`config.mk`:
```
export PLATFORM = sky130hd
export DESIGN_NAME = instruction_fetch_unit_flat
export DESIGN_NICKNAME = d
export VERILOG_FILES = /design/src/rtl/instruction_fetch_unit_if.sv /design/src/rtl/instruction_fetch_unit.sv /design/src/flat_wrapper.sv
export SDC_FILE = /design/constraint.sdc
export NUM_CORES = 1
export LEC_CHECK = 0
export CAP_MARGIN = 5
export CELL_PAD_IN_SITES_DETAIL_PLACEMENT = 1
export CELL_PAD_IN_SITES_GLOBAL_PLACEMENT = 1
export CORE_ASPECT_RATIO = 1.75
export CORE_MARGIN = 2
export CORE_UTILIZATION = 30
export CTS_CLUSTER_DIAMETER = 100
export DETAILED_ROUTE_END_ITERATION = 6
export PLACE_DENSITY_LB_ADDON = 0.1
export SYNTH_ARGS = -nofsm -noshare
export SYNTH_HDL_FRONTEND = slang
export SYNTH_SLANG_ARGS = --single-unit
```
`constraint.sdc`:
```
create_clock -name clk -period 1.9 [get_ports clk]
set_input_delay 0.285 -clock clk [delete_from_list [all_inputs] [get_ports clk]]
set_output_delay 0.285 -clock clk [all_outputs]
set_load 0.01 [all_outputs]
```
`src/rtl/instruction_fetch_unit_if.sv`:
```
// Fetch bus: memory read request/done and decoder valid/ready handoff.
// master = fetch unit, slave = memory and decoder side.
interface instruction_fetch_unit_if #(
  parameter int ADDR_W = 13,
  parameter int DATA_W = 13
);
  logic              mem_read;
  logic              mem_instruction;
  logic [ADDR_W-1:0] mem_addr;
  logic [DATA_W-1:0] mem_data;
  logic              mem_done;
  logic [DATA_W-1:0] instr_out;
  logic              instr_valid;
  logic              instr_ready;
  logic              branch_taken;
  logic [ADDR_W-1:0] branch_target;
  logic [ADDR_W-1:0] pc_out;

  modport master (
    output mem_read,
    output mem_instruction,
    output mem_addr,
    input  mem_data,
    input  mem_done,
    output instr_out,
    output instr_valid,
    input  instr_ready,
    input  branch_taken,
    input  branch_target,
    output pc_out
  );

  modport slave (
    input  mem_read,
    input  mem_instruction,
    input  mem_addr,
    output mem_data,
    output mem_done,
    input  instr_out,
    input  instr_valid,
    output instr_ready,
    output branch_taken,
    output branch_target,
    input  pc_out
  );
endinterface

```
`src/rtl/instruction_fetch_unit.sv`:
```
// Fetch stage: owns the PC, reads memory, hands words to the decoder.
// Optional memory timeout with sticky error: define FETCH_TIMEOUT_EN.
module instruction_fetch_unit #(
  parameter int                ADDR_W   = 13,
  parameter int                DATA_W   = 13,
  parameter logic [ADDR_W-1:0] RESET_PC = '0,
  parameter int                MAX_WAIT = 15
) (
  input  logic                     clk,
  input  logic                     reset,
  input  logic                     run,
  output logic                     fetch_err,
  instruction_fetch_unit_if.master fetch_bus
);

  typedef enum logic [2:0] {
    S_IDLE,
    S_REQ,
    S_WAIT,
    S_HOLD,
    S_ERR
  } state_t;

  state_t            r_state;
  state_t            w_state;
  logic [ADDR_W-1:0] r_pc;
  logic [ADDR_W-1:0] w_pc;
  logic [DATA_W-1:0] r_instr;
  logic [DATA_W-1:0] w_instr;
  logic              r_valid;
  logic              w_valid;
  logic              r_rd;
  logic              w_rd;
  logic              w_hs;

`ifdef FETCH_TIMEOUT_EN
  localparam int CNT_W = $clog2(MAX_WAIT + 1);

  logic [CNT_W-1:0] r_cnt;
  logic [CNT_W-1:0] w_cnt;
  logic             r_err;
  logic             w_err;
`else
  wire w_unused_max = (MAX_WAIT != 0);
`endif

  assign w_hs = r_valid & fetch_bus.instr_ready;

  always_ff @(posedge clk or negedge reset) begin
    if (!reset) begin
      r_state <= S_IDLE;
      r_pc    <= RESET_PC;
      r_instr <= '0;
      r_valid <= 1'b0;
      r_rd    <= 1'b0;
    end else begin
      r_state <= w_state;
      r_pc    <= w_pc;
      r_instr <= w_instr;
      r_valid <= w_valid;
      r_rd    <= w_rd;
    end
  end

`ifdef FETCH_TIMEOUT_EN
  always_ff @(posedge clk or negedge reset) begin
    if (!reset) begin
      r_cnt <= '0;
      r_err <= 1'b0;
    end else begin
      r_cnt <= w_cnt;
      r_err <= w_err;
    end
  end
`endif

  always_comb begin
    w_state = r_state;
    w_pc    = r_pc;
    w_instr = r_instr;
    w_valid = r_valid;
    w_rd    = r_rd;
`ifdef FETCH_TIMEOUT_EN
    w_cnt   = r_cnt;
    w_err   = r_err;
`endif
    unique case (r_state)
      S_IDLE: begin
        if (run) begin
          w_state = S_REQ;
          w_rd    = 1'b1;
        end
      end
      S_REQ: begin
        w_state = S_WAIT;
`ifdef FETCH_TIMEOUT_EN
        w_cnt   = '0;
`endif
      end
      S_WAIT: begin
        // a completion in the terminal-count cycle beats the timeout
        if (fetch_bus.mem_done) begin
          w_instr = fetch_bus.mem_data;
          w_valid = 1'b1;
          w_rd    = 1'b0;
          w_state = S_HOLD;
        end
`ifdef FETCH_TIMEOUT_EN
        else if (r_cnt == CNT_W'(MAX_WAIT - 1)) begin
          w_state = S_ERR;
          w_rd    = 1'b0;
          w_err   = 1'b1;
        end else begin
          w_cnt = r_cnt + 1'b1;
        end
`endif
      end
      S_HOLD: begin
        if (w_hs) begin
          w_valid = 1'b0;
          w_pc    = fetch_bus.branch_taken
                  ? fetch_bus.branch_target
                  : r_pc + 1'b1;
          if (run) begin
            w_state = S_REQ;
            w_rd    = 1'b1;
          end else begin
            w_state = S_IDLE;
          end
        end
      end
      S_ERR: begin
        w_state = S_ERR;
      end
      default: begin
        w_state = S_IDLE;
      end
    endcase
  end

  assign fetch_bus.mem_read        = r_rd;
  assign fetch_bus.mem_instruction = r_rd;
  assign fetch_bus.mem_addr        = r_pc;
  assign fetch_bus.instr_out       = r_instr;
  assign fetch_bus.instr_valid     = r_valid;
  assign fetch_bus.pc_out          = r_pc;

`ifdef FETCH_TIMEOUT_EN
  assign fetch_err = r_err;
`else
  assign fetch_err = 1'b0;
`endif

endmodule

```
`src/flat_wrapper.sv`:
```
// flat-port wrapper written by rule: the top's interface ports become plain ports
module instruction_fetch_unit_flat 
#(
  parameter int                ADDR_W   = 13,
  parameter int                DATA_W   = 13,
  parameter logic [ADDR_W-1:0] RESET_PC = '0,
  parameter int                MAX_WAIT = 15
)
  (clk, reset, run, fetch_err, fetch_bus_mem_read, fetch_bus_mem_instruction, fetch_bus_mem_addr, fetch_bus_mem_data, fetch_bus_mem_done, fetch_bus_instr_out, fetch_bus_instr_valid, fetch_bus_instr_ready, fetch_bus_branch_taken, fetch_bus_branch_target, fetch_bus_pc_out);
  instruction_fetch_unit_if #(.ADDR_W(ADDR_W), .DATA_W(DATA_W)) fetch_bus_i ();
  input  logic clk;
  input  logic reset;
  input  logic run;
  output logic fetch_err;
  output wire logic [$bits(fetch_bus_i.mem_read)-1:0] fetch_bus_mem_read;
  output wire logic [$bits(fetch_bus_i.mem_instruction)-1:0] fetch_bus_mem_instruction;
  output wire logic [$bits(fetch_bus_i.mem_addr)-1:0] fetch_bus_mem_addr;
  input wire logic [$bits(fetch_bus_i.mem_data)-1:0] fetch_bus_mem_data;
  input wire logic [$bits(fetch_bus_i.mem_done)-1:0] fetch_bus_mem_done;
  output wire logic [$bits(fetch_bus_i.instr_out)-1:0] fetch_bus_instr_out;
  output wire logic [$bits(fetch_bus_i.instr_valid)-1:0] fetch_bus_instr_valid;
  input wire logic [$bits(fetch_bus_i.instr_ready)-1:0] fetch_bus_instr_ready;
  input wire logic [$bits(fetch_bus_i.branch_taken)-1:0] fetch_bus_branch_taken;
  input wire logic [$bits(fetch_bus_i.branch_target)-1:0] fetch_bus_branch_target;
  output wire logic [$bits(fetch_bus_i.pc_out)-1:0] fetch_bus_pc_out;
  assign fetch_bus_mem_read = fetch_bus_i.mem_read;
  assign fetch_bus_mem_instruction = fetch_bus_i.mem_instruction;
  assign fetch_bus_mem_addr = fetch_bus_i.mem_addr;
  assign fetch_bus_i.mem_data = fetch_bus_mem_data;
  assign fetch_bus_i.mem_done = fetch_bus_mem_done;
  assign fetch_bus_instr_out = fetch_bus_i.instr_out;
  assign fetch_bus_instr_valid = fetch_bus_i.instr_valid;
  assign fetch_bus_i.instr_ready = fetch_bus_instr_ready;
  assign fetch_bus_i.branch_taken = fetch_bus_branch_taken;
  assign fetch_bus_i.branch_target = fetch_bus_branch_target;
  assign fetch_bus_pc_out = fetch_bus_i.pc_out;
  instruction_fetch_unit #(.ADDR_W(ADDR_W), .DATA_W(DATA_W), .RESET_PC(RESET_PC), .MAX_WAIT(MAX_WAIT)) u_core (.clk(clk), .reset(reset), .run(run), .fetch_err(fetch_err), .fetch_bus(fetch_bus_i));
endmodule
```
# ---- After elaboration in Yosys (flattened, before gate mapping)
# Index checks and enable logic that the tools add are counted.
dict set report classes {
  add_sub_neg 1
  reduce_logical 8
  n_mux 13
  n_bitwise 1
  n_eq_ne 7
}
# cell count
set ops {}
lappend ops {{$pmux W3 S5} 1}
lappend ops {{$add A13 B1 Y13 const B} 1}
lappend ops {{$mux W13} 1}
lappend ops {{$mux W3} 3}
lappend ops {{$reduce_and A3 Y1} 3}
lappend ops {{$eq A3 B2 Y1 const B} 2}
lappend ops {{$mux W1} 6}
lappend ops {{$ne A2 B2 Y1 const B} 2}
lappend ops {{$reduce_and A2 Y1} 2}
lappend ops {{$eq A3 B1 Y1 const B} 1}
lappend ops {{$eq A3 B3 Y1 const B} 1}
lappend ops {{$logic_not A3 Y1} 1}
lappend ops {{$pmux W1 S3} 1}
lappend ops {{$reduce_bool A3 Y1} 1}
lappend ops {{$ne A2 B1 Y1 const B} 1}
lappend ops {{$pmux W1 S2} 1}
lappend ops {{$reduce_bool A2 Y1} 1}
lappend ops {{$and A1 B1 Y1} 1}
dict set report word_totals {
  word_cells 35
  reg_bits 31
  out_inout_bits 43
}

# ---- Logic depth before layout (Yosys ltp)
# Gate-level depths: netlist of the first run.
dict set report depth {
  ltp_word 3
  depth_mapped 7
  mapped_depth_nobuf 5
}

# ---- Least setup slack after synthesis of the first run
# Ideal clock, no wire load.
dict set report synth_path {
  path_kind {flip-flop to flip-flop}
  startpoint {reg u_core.r_state[0]}
  endpoint {reg u_core.r_instr[10], in the netlist u_core.fetch_bus.instr_out[10]}
  required_time_ps 1775
  setup_time_ps 125
  t_arrival_ps 1423
  n_path_buf 2
  path_slack_ps 352
  path_stages_with_launch 5
  path_cell_list {dfrtp_1 > buf_2 > nor4b_4 > buf_6 > mux2_2}
}
dict set report synth_between {
  elab_chain_cells 2
}
# item line
set synth_lines {}
lappend synth_lines {{from (decl)} instruction_fetch_unit.sv:24} ;# state_t r_state;
lappend synth_lines {{from (signal assigned)} instruction_fetch_unit.sv:57} ;# r_state <= w_state;
lappend synth_lines {{$eq A3 B2 Y1} instruction_fetch_unit.sv:87} ;# unique case (r_state)
lappend synth_lines {{$reduce_and A2 Y1 (no line)} n/a}
lappend synth_lines {{to (signal assigned)} instruction_fetch_unit.sv:59} ;# r_instr <= w_instr;
lappend synth_lines {{to (decl)} instruction_fetch_unit.sv:28} ;# logic [DATA_W-1:0] r_instr;
# No other way between the ends.
# A chain may end at the register's enable or synchronous reset.

# ---- Worst setup path in the final report of the first run
dict set report layout_path {
  startpoint {reg u_core.r_pc[5], in the netlist u_core.fetch_bus.mem_addr[5]}
  endpoint {out fetch_bus_pc_out[5]}
}
# item line
set layout_rtl {}
lappend layout_rtl {{from (decl)} instruction_fetch_unit.sv:26} ;# logic [ADDR_W-1:0] r_pc;
lappend layout_rtl {{from (signal assigned)} instruction_fetch_unit.sv:58} ;# r_pc <= w_pc;
lappend layout_rtl {{to (decl)} flat_wrapper.sv:25} ;# output wire logic [$bits(fetch_bus_i.pc_out)-1:0] fetch_bus_pc_out;
# No word-level cell between the ends.

==> results.yml, run 1 <==
run_status:
  status: "complete, no violations"
routing:
  drt-total-wl_mm: 4.82
  num_vias: 1491
  m1WireLength_mm: 1.68
  drt_iter0_markers: 56
  drc: 0
  via_per_inst: 4.92
  drt.antenna.violating_nets: 0
  wl_met2_mm: 2.76
  wl_met3_um: 300
  top_layer: "met4"
  drtPass1Iterations: 4
  wire_per_inst_um: 15.9
logic_synthesis:
  synth.area.top_cells: "dfrtp_1 46%, mux2_2 8.8%, buf_4 6.7%"
  ys.flop_type: "dfrtp_1"
  synth_seq_area_share_pct: 46.4
  ys_ff_latch: 31
  ys_async_sr_fraction_pct: 100
  syn_area_um2: 1670
  syn_area_per_cell_um2: 10.3
  yosysWarnings: 0
  yosysTopAreaCell: "dfrtp_1"
  synth-edff-count: 0
  netlist.area_leader.share_pct: 46.4
  syn_nets: 196
  ys_types: 40
  syn_inst: 163
clocking:
  cts_tree: "built"
  h-tree-depth: 2
  clkLatencyLatePin_ns: 0.29
  postCtsHoldBufs: 0
  cts_setup_buffers: 0
  cts_max_path_buffers: 2
  clockRootBuffer: "clkbuf_8"
  cts_sinks: 31
  numCtsBuffers: 5
  clkTransAtPathRegs_ns: 0.07
  cts_resized: 0
worst_setup_path:
  path_max_fanout: 10
  required_ns: 1.62
  critPathMaxStageDelay_ns: 0.61
  r2r-end: "u_core.fetch_bus.mem_addr[10]"
  end_kind: "output pin"
  r2r_start: "u_core.fetch_bus.mem_addr[1]"
  start_kind: "flop"
  path_class: "reg -> out"
  cpMaxStageDelayCell: "clkdlybuf4s50_1"
  rrSetupSlack_ns: 0.24
  cp.buffers_inverters: 1
  arrival_ns: 1.43
  crit_family: "buffers and inverters"
  cp_cell_sequence: "clkdlybuf4s50_1"
  r2r_cells: 5
floorplan:
  die_area_um2: 6210
  core_area_um2: 5500
  dieHeight_um: 103
  start_util_pct: 30.4
  io_pins: 75
  fp-row-count: 36
  die_w_um: 60.4
placement:
  gp_congestion: 0.765
  post_dp_cell_area_um2: 2400
  numPortBuffers: 73
  place_inst: 295
  place_hpwl_mm: 3.69
global_routing:
  grt_pass1_wl_mm: 7.85
  globalRouteOverflowTotal: 0
  antenna_found_initial: 0
  grt_start_max_net_pins: 32
  grt_use_total_pct: 16.8
  grt_pass1_vias: 1635
timing:
  period_needed_ns: 1.72
  fin_setup_tns_ns: 0
  slew_viol_final: 0
  rsz0062_at_grt: "no"
  report.final.hold_viol_count: 0
  fmax_mhz: 582
  clock_skew_ns: 0.0119
  finalSetupViolations: 0
  post-route-period-util_pct: 90.4
hold_path:
  hold_path_class: "in -> async"
power:
  finalPower_mw: 3.86
  powerDensity_nw_per_um2: 1540
  power_leakage_nw: 1.03
  irDropWorstVdd_v: 0.000645
finish:
  mostFrequentLayoutCells: "73 x clkdlybuf4s50_1, 31 x dfrtp_1, 13 x mux2_2, 12 x a21oi_1, 9 x nand3_1"
  layout.nets: 259
  layout-drive-gt1-share_pct: 14.1
  layoutNonFillerInstCount: 303
  antenna_cells: 0
  final.fill_count: 647
  syn_to_final_growth_pct: 49.9
  utilization_pct: 45.6
  finalInstanceArea_um2: 2510
  final_common_cell: "clkdlybuf4s50_1"
run:
  drv_cap: 0
## report_power, final
group / switching [mW] / internal [mW] / total, mW
Sequential: 0.365 / 0.976 / 1.34
Clock: 0.258 / 0.330 / 0.587
Combinational: 0.756 / 1.18 / 1.93
## flip-flops by register name (all words and copies together) (netlist names)
name	count
u_core.fetch_bus.mem_addr	13
u_core.r_state	3
u_core.fetch_bus.instr_valid	1
u_core.fetch_bus.instr_out	13
u_core.fetch_bus.mem_instruction	1
## cell type report
| type | instances | area, um^2 | share of cell area, % |
|---|---|---|---|
| sequential | 31 | 776 | 31.0 |
| inverter | 5 | 18.8 | 0.749 |
| tap | 76 | 95.1 | 3.79 |
| clock inverter | 1 | 7.51 | 0.300 |
| clock buffer | 7 | 96.3 | 3.84 |
| timing repair buffer | 81 | 803 | 32.1 |
| multi-input combinational | 102 | 709 | 28.3 |
## kinds of logic after synthesis
| group | share of synthesized area, % |
|---|---|
| muxes | 9.96 |
| and+or+nand+nor | 15.2 |
| other | 0.224 |
| adders and majority gates | 0.748 |
| buffers and inverters | 11.2 |
| AOI/OAI and AO/OA | 16.3 |
| DFF | 46.4 |
## cell usage after synthesis, types with 3 or more instances
cell / number
a21oi_1: 12
a22oi_1: 3
and2_1: 3
and3_1: 5
buf_4: 15
clkbuf_1: 5
dfrtp_1: 31
inv_1: 4
mux2_2: 13
nand2_1: 5
nand3_1: 9
nand4_1: 4
nor2_1: 7
nor3_1: 3
o21ai_0: 6
o2bb2ai_1: 4
## worst max-delay path by stage
stage,cells past startpoint,slack (ns),start,endpoint
after global placement,5,0.09,fetch_bus_instr_ready,u_core.fetch_bus.mem_addr[4]
final,1,0.18,u_core.fetch_bus.mem_addr[5],fetch_bus_pc_out[5]
after floorplan,4,0.35,u_core.r_state[0],u_core.fetch_bus.instr_out[10]
after global routing,5,0.08,u_core.fetch_bus.mem_addr[1],u_core.fetch_bus.mem_addr[6]
after detailed placement,5,0.04,fetch_bus_instr_ready,u_core.fetch_bus.mem_addr[9]
after CTS,1,0.16,u_core.fetch_bus.mem_addr[5],fetch_bus_pc_out[5]
## stage by stage
step	setup WS, ns	hold WS, ns
after floorplan	0.352	-0.0106
after global placement	0.0928	0.489
after detailed placement	0.0360	0.500
after CTS	0.162	0.429
after global routing	0.0835	0.466
final	0.182	0.410
## metal layers
metal / GRT usage, % / up-vias
li1: - / 706
met1: 17.8 / 722
met2: 31.2 / 55
met3: 4.27 / 8
met4: 5.85 / 0
met5: 0 / -
No activity file was read; power rests on OpenSTA's default activity.
==> run 2: changes to the inputs <==
==> constraint.sdc (replaced) <==
create_clock -name clk -period 1.87 [get_ports clk]
set_input_delay 0.2805 -clock clk [delete_from_list [all_inputs] [get_ports clk]]
set_output_delay 0.2805 -clock clk [all_outputs]
set_load 0.01 [all_outputs]
==> run 2 against run 1 <==
Cell count did not move. Cell area rose by 0.55%. Via count rose by 1.1%. Global-route usage fell by 0.23 points. Highest routed layer unchanged. Critical endpoint unchanged.
==> results.yml, run 2 (synthesized netlist as in run 1, its figures left out) <==
hold_path:
  hold_path_class: "in -> async"
finish:
  final_common_cell: "clkdlybuf4s50_1"
  layout-drive-gt1-share_pct: 14.1
  syn_to_final_growth_pct: 50.7
  antenna_cells: 0
  final.fill_count: 645
  layout.nets: 259
  mostFrequentLayoutCells: "73 x clkdlybuf4s50_1, 31 x dfrtp_1, 13 x mux2_2, 12 x a21oi_1, 9 x nand3_1"
  finalInstanceArea_um2: 2520
floorplan:
  dieHeight_um: 103
  start_util_pct: 30.4
  core_area_um2: 5500
  io_pins: 75
  die_area_um2: 6210
  fp-row-count: 36
  die_w_um: 60.4
timing:
  fmax_mhz: 587
  slew_viol_final: 0
  fin_setup_tns_ns: 0
  finalSetupViolations: 0
  post-route-period-util_pct: 91.2
  report.final.hold_viol_count: 0
  clock_skew_ns: 0.00779
  period_needed_ns: 1.70
  rsz0062_at_grt: "no"
global_routing:
  grt_pass1_wl_mm: 7.69
  globalRouteOverflowTotal: 0
  grt_start_max_net_pins: 32
  grt_pass1_vias: 1598
  grt_use_total_pct: 16.6
  antenna_found_initial: 0
clocking:
  clkTransAtPathRegs_ns: 0.07
  cts_resized: 0
  h-tree-depth: 2
  numCtsBuffers: 5
  cts_setup_buffers: 0
  cts_sinks: 31
  cts_max_path_buffers: 2
  clkLatencyLatePin_ns: 0.28
  cts_tree: "built"
  postCtsHoldBufs: 0
  clockRootBuffer: "clkbuf_8"
worst_setup_path:
  critPathMaxStageDelay_ns: 0.61
  path_max_fanout: 10
  crit_family: "buffers and inverters"
  cp.buffers_inverters: 1
  end_kind: "output pin"
  path_class: "reg -> out"
  cp_cell_sequence: "clkdlybuf4s50_1"
  cpMaxStageDelayCell: "clkdlybuf4s50_1"
  arrival_ns: 1.42
  required_ns: 1.59
  start_kind: "flop"
power:
  power_leakage_nw: 1.04
  powerDensity_nw_per_um2: 1600
  finalPower_mw: 4.02
  irDropWorstVdd_v: 0.000676
routing:
  num_vias: 1507
  drt-total-wl_mm: 4.85
  wire_per_inst_um: 16.0
  drt.antenna.violating_nets: 0
  drtPass1Iterations: 3
  via_per_inst: 4.97
  drc: 0
  drt_iter0_markers: 57
run_status:
  status: "complete, no violations"
placement:
  place_hpwl_mm: 3.68
  post_dp_cell_area_um2: 2400
  numPortBuffers: 73
  gp_congestion: 0.765
run:
  drv_cap: 0
==> run 2: power breakdown <==
part / internal, mW / total [mW] / leakage [nW] / switching, mW
logic: 1.19 / 1.97 / 0.615 / 0.773
registers: 0.992 / 1.36 / 0.362 / 0.372
clock network: 0.431 / 0.692 / 0.0612 / 0.260
total: 2.62 / 4.02 / 1.04 / 1.41
==> run 2: per-stage QoR <==
step / hold WS, ns / util, % / cells / worst slack [ns]
2_1_floorplan: -0.0151 / - / 163 / 0.322
3_3_place_gp: 0.489 / 43.7 / 295 / 0.0708
3_5_place_dp: 0.500 / 43.7 / 295 / 0.00636
4_1_cts: 0.422 / 45.9 / 303 / 0.142
5_1_grt: 0.462 / 45.9 / 303 / 0.0896
6_report: 0.402 / 45.9 / 303 / 0.165
==> run 2: area by class of cell <==
| type | count | area (um^2) | share of cell area, % |
|---|---|---|---|
| Clock buffer | 6 | 82.6 | 3.28 |
| Clock inverter | 2 | 35.0 | 1.39 |
| Inverter | 5 | 18.8 | 0.745 |
| Multi-Input combinational cell | 102 | 709 | 28.2 |
| Sequential cell | 31 | 776 | 30.8 |
| Tap cell | 76 | 95.1 | 3.77 |
| Timing Repair Buffer | 81 | 803 | 31.9 |
==> run 2: routing by layer <==
metal | track usage [%] | share of wire [%]
met5 | 0 | 0
met4 | 6.35 | 1.7
met3 | 3.76 | 5.4
met2 | 31.3 | 57
met1 | 17.1 | 35
==> run 2: worst paths after layout <==
check | cells after the start | to | slack [ns] | start
min in group clk | 1 | u_core.fetch_bus.instr_out[8] | 0.51 | u_core.fetch_bus.instr_out[8]
hold reg to reg | 1 | u_core.fetch_bus.instr_out[8] | 0.51 | u_core.fetch_bus.instr_out[8]
max in group asynchronous | 2 | u_core.fetch_bus.mem_addr[5] | 1.15 | reset
hold / removal | 2 | u_core.fetch_bus.mem_addr[11] | 0.40 | reset
setup reg to reg | 5 | u_core.fetch_bus.mem_addr[10] | 0.24 | u_core.fetch_bus.mem_addr[1]
setup / recovery | 1 | fetch_bus_pc_out[5] | 0.17 | u_core.fetch_bus.mem_addr[5]
==> RTL change 1, RTL diff (settings of run 2) <==
Add a define of `FETCH_TIMEOUT_EN`.
--- a/src/rtl/instruction_fetch_unit.sv
+++ b/src/rtl/instruction_fetch_unit.sv
@@ -1,5 +1,7 @@
 // Fetch stage: owns the PC, reads memory, hands words to the decoder.
 // Optional memory timeout with sticky error: define FETCH_TIMEOUT_EN.
+`define FETCH_TIMEOUT_EN
+
 module instruction_fetch_unit #(
   parameter int                ADDR_W   = 13,
   parameter int                DATA_W   = 13,
Behaviour: same outputs for any inputs over 10 cycles, from zero or initial values and one cycle with reset low; that may be too few to reach the edited logic, so the function may still have changed.
==> RTL change 1 against run 2 <==
Utilization decreased by 0.42 points. Critical path depth unchanged. Via count is 12% higher. Register-to-register slack gained 50 ps. Routed wire length up 8.0%. Fmax rose by 1.7%. Cell area increased by 16%. Sequential cell count grew 5. Global-route usage shrank 1.2 points. Area after synthesis up 18%. Worst setup slack gained 29 ps. Total power grew 17%. First-iteration DRC count is 12% higher. Critical path type unchanged. Largest power group unchanged.
==> RTL change 1: results <==
outcome:
  run_status: "completed"
grt:
  grtUsageMet3_pct: 2.73
  grt_pass1_wl_um: 8750
  pin_count_of_the_biggest_net_entering_global_routing: 37
  number_of_global_route_vias_before_repair: 1790
  use_met1_pct: 17.1
  grtUsageTotal_pct: 15.3
  grt_util_met2_pct: 28.3
timing:
  period_minus_slack_ps: 1680
  fin_skew_ps: 3.09
  holdWs_ps: 43.7
  timing_worst_slew_pin_value_ps: 491
synth:
  yosys.area_share.adder_pct: 1.90
  largest_family_of_logic_cells_by_synthesized_area: "simple AND/OR/NAND/NOR gates"
  multiplexer_area_fraction_after_synthesis_pct: 11.7
  synth.top_cells.by_count: "dfrtp_1 (36), a21oi_1 (14), buf_4 (14)"
  post_synth_main_area_contributors: "dfrtp_1 (46%), mux2_4 (6.8%), buf_4 (5.3%)"
  post_synth_num_cell_types: 45
  synth.yosys.seq_area_share_pct: 45.5
  synth_nets: 223
  total_number_of_yosys_warnings: 0
  yosys.area_share.xor_xnor_pct: 0.443
  top_area_cell_type_share_of_the_netlist_area_pct: 45.5
  compound_gate_portion_of_the_synthesized_area_pct: 15.0
critical_path:
  worstPathArrival_ps: 1400
  rrSetupSlack_ps: 290
  critPathMaxFanout: 8
  timing.critical_path.slowest_stage_cell: "clkdlybuf4s50_1"
routing:
  highest_layer: "met4"
  1st_iter_drt_viols: 64
  detail_route.wirelength_um: 5230
  wl_met3_um: 205
  via_count: 1683
  met2WireLength_um: 2910
  met1_length_um: 2010
  drtPass1Iterations: 4
power_and_ir_drop:
  peakVddDrop_mv: 0.687
  switchingPower_w: 0.00159
  p_leak_nw: 1.19
placement:
  place.gp.congestion: 0.773
  buffer_ports.inserted: 74
  dp_slack_ps: 161
  place_hpwl_um: 3900
clocking:
  root_buffer: "clkbuf_16"
  post_cts_resize_count: 0
layout:
  nets: 295
  final_layout_size_suffix_gt1_share_pct: 16.5
  antennaDiodeCount: 0
  num-fill-cells: 733
==> RTL change 1: cell count changes after synthesis, sizes merged, moves of 3 or more <==
cell           run 2  this run
clkbuf             5         2
dfrtp             31        36
nand3              9        13
nand2              5        10
o21ai              8        13
nor2               7        10
and3               5         0
==> RTL change 1: final cells by class <==
class | count | area, sq um | share of cell area, %
timing repair buffer | 88 | 853 | 29.2
clock inverter | 3 | 42.5 | 1.45
inverter | 7 | 26.3 | 0.898
clock buffer | 5 | 125 | 4.28
sequential | 36 | 901 | 30.8
tap | 82 | 103 | 3.51
multi-input combinational | 122 | 876 | 29.9
==> RTL change 1: final timing paths <==
| kind | from | endpoint | cells past startpoint |
|---|---|---|---|
| max in group asynchronous | reset | u_core.fetch_bus.mem_addr[6] | 2 |
| min | reset | u_core.fetch_bus.mem_addr[10] | 2 |
| min in group clk | u_core.fetch_err | u_core.fetch_err | 1 |
| max reg2reg | u_core.fetch_bus.mem_addr[0] | u_core.fetch_bus.mem_addr[10] | 5 |
| max | u_core.fetch_bus.mem_addr[4] | fetch_bus_pc_out[4] | 1 |
| min reg2reg | u_core.fetch_err | u_core.fetch_err | 1 |
==> RTL change 1: per-stage QoR <==
| step | cell area, sq um | std cells | util [%] |
|---|---|---|---|
| finish | 2930 | 343 | 45.4 |
| global route | 2930 | 343 | 45.4 |
| detailed placement | 2760 | 335 | 42.8 |
| CTS | 2930 | 343 | 45.4 |
| floorplan | 1980 | 188 | - |
| global placement | 2760 | 335 | 42.8 |
==> RTL change 1: power groups by stage <==
stage	Sequential [W]	Combinational [W]	Clock (W)
floorplan	0.00160	0.00113	0
global placement	0.00153	0.00224	0
detailed placement	0.00153	0.00226	0
CTS	0.00153	0.00226	0.000983
global route	0.00158	0.00243	0.00101
finish	0.00152	0.00223	0.000954
==> RTL change 2, RTL diff (flow settings as in run 2) <==
Without the edit above. Encoding of `state_t`: now one-hot (5 bits for 5 states).
--- a/src/rtl/instruction_fetch_unit.sv
+++ b/src/rtl/instruction_fetch_unit.sv
@@ -13,12 +13,12 @@
   instruction_fetch_unit_if.master fetch_bus
 );
 
-  typedef enum logic [2:0] {
-    S_IDLE,
-    S_REQ,
-    S_WAIT,
-    S_HOLD,
-    S_ERR
+  typedef enum logic [4:0] {
+    S_IDLE = 5'b00001,
+    S_REQ  = 5'b00010,
+    S_WAIT = 5'b00100,
+    S_HOLD = 5'b01000,
+    S_ERR  = 5'b10000
   } state_t;
 
   state_t            r_state;
Behaviour: no difference found for any inputs over 10 cycles, from zero or initial values and one cycle with reset low; not proved beyond that.
==> RTL change 2 against run 2 <==
Global-route usage is 0.056 points lower. Routed wire length is 8.5% higher. Area after synthesis increased by 9.1%. Worst setup slack better by 43 ps. Utilization down 0.36 points. Count of clock-buffer cells in the layout fell by 1. Sequential share of layout area rose by 0.13 points. Fmax grew 2.6%. Cell count grew 5.6%. Sequential cell count grew 2. Cell area rose by 6.2%. Highest routed layer unchanged.
Power is not compared: it rests on default switching activity, and its combinational part moved more than twofold at a synthesized area within 25%.
==> RTL change 2: results <==
placement:
  place_hpwl_um: 4030
  place.gp.congestion: 0.800
critical_path:
  critPathLaunchType: "flip-flop"
  timing.critical_path.slowest_stage_cell: "or3_4"
  rrSetupSlack_ps: 210
  critical_path_required_ps: 2040
  r2r-start: "u_core.r_state[4]"
  critPathTopFamily: "simple AND/OR/NAND/NOR gates"
  critical_path.max_stage_delay_ps: 470
  reg2regPathDepth: 3
  endpoint: "u_core.fetch_bus.instr_out[5]"
  critPathMaxFanout: 14
clocking:
  htree_levels: 2
  clock_path_buffers: 2
  cts.hold.buffers_added: 0
  postCtsSetupRepairBufs: 0
synth:
  post_synth_num_cell_types: 55
  post_synth_main_area_contributors: "dfrtp_1 (44%), mux2_1 (8.0%), buf_4 (6.2%)"
  synth.yosys.seq_area_share_pct: 45.4
  synth_nets: 207
  async_reset_ff_share_pct: 100
  synth.top_cells.by_count: "dfrtp_1 (32), buf_4 (15), mux2_1 (13)"
min_path:
  timing.hold.worst.class: "in -> async"
layout:
  num-fill-cells: 690
  final_layout_size_suffix_gt1_share_pct: 10.7
  nets: 274
power_and_ir_drop:
  p_leak_nw: 1.09
routing:
  drtPass1Iterations: 4
  detail_route.wirelength_um: 5260
  1st_iter_drt_viols: 59
  vias_per_cell: 5.07
outcome:
  run_status: "completed"
grt:
  antenna_found_initial: 0
  number_of_global_route_vias_before_repair: 1770
  grt_pass1_wl_um: 8810
  pin_count_of_the_biggest_net_entering_global_routing: 34
  grtUsageTotal_pct: 16.5
timing:
  fin_skew_ps: 5.64
RTL change 2: changes by cell type after synthesis, sizes merged, moves of 3 or more:
cell           run 2  this run
o21ai              8        14
nand3              9         6
nand2b             0         3
or3                0         3
a21oi             12         8
nor2               7        12
and3               5         2
a211oi             1         5
clkbuf             5         1
RTL change 2: worst min path at each step:
stage | end | depth (start not counted)
after CTS | u_core.fetch_bus.mem_addr[8] | 2
after detailed placement | u_core.fetch_bus.instr_out[0] | 1
after global placement | u_core.fetch_bus.instr_out[7] | 1
after global routing | u_core.fetch_bus.mem_addr[8] | 2
final | u_core.fetch_bus.mem_addr[10] | 2
after floorplan | u_core.fetch_bus.instr_out[0] | 0
RTL change 2: final cells by class:
type | instances | area [sq um] | area share, %
clock buffers | 5 | 68.8 | 2.57
flip-flops and latches | 33 | 827 | 30.9
clock inverters | 3 | 22.5 | 0.842
multi-input cells | 115 | 825 | 30.8
well taps | 78 | 97.6 | 3.65
inverters | 5 | 18.8 | 0.702
repair buffers | 81 | 816 | 30.5
RTL change 2: worst reg2reg max path: cells and delay by family (launching register included):
kind / cells / cell delay, ps
flip-flops: 1 / 440
multiplexers: 1 / 370
AND/OR/NAND/NOR: 2 / 740
RTL change 2: power groups by stage:
| stage | combinational [W] | sequential (W) | clock (W) |
|---|---|---|---|
| 6_report | 0.000786 | 0.00101 | 0.000556 |
| 5_1_grt | 0.000857 | 0.00105 | 0.000606 |
| 4_1_cts | 0.000802 | 0.00101 | 0.000574 |
| 3_3_place_gp | 0.000766 | 0.00102 | 0 |
| 2_1_floorplan | 0.000296 | 0.00106 | 0 |
| 3_5_place_dp | 0.000798 | 0.00103 | 0 |
RTL change 2: cells by family after synthesis:
kind of cell	share of synthesized area, %
adder cells (fa/ha/maj)	0.686
flip-flops	45.4
AO/OA/AOI/OAI	16.3
AND/OR/NAND/NOR	17.8
multiplexers	9.68
other	0.206
XOR/XNOR	0.481
buffers and inverters	9.40
RTL change 2: layer usage:
layer  vias up  GRT usage [%]  share of wire [%]
met5         -              0                  0
met4         0           7.46                1.9
met3         9           3.36                4.5
met2        52           31.2                 57
met1       799           17.2                 37
li1        762              -                  -
RTL change 2: per-stage QoR:
step / worst slack (ps) / hold WS, ps / instances / cell area, sq um / total power, W
6_report: 208 / 403 / 320 / 2680 / 0.00235
5_1_grt: 97.7 / 445 / 320 / 2680 / 0.00251
4_1_cts: 196 / 422 / 320 / 2680 / 0.00239
3_5_place_dp: 25.0 / 482 / 312 / 2580 / 0.00182
3_3_place_gp: 122 / 473 / 312 / 2580 / 0.00178
2_1_floorplan: 307 / -15.1 / 174 / 1820 / 0.00136
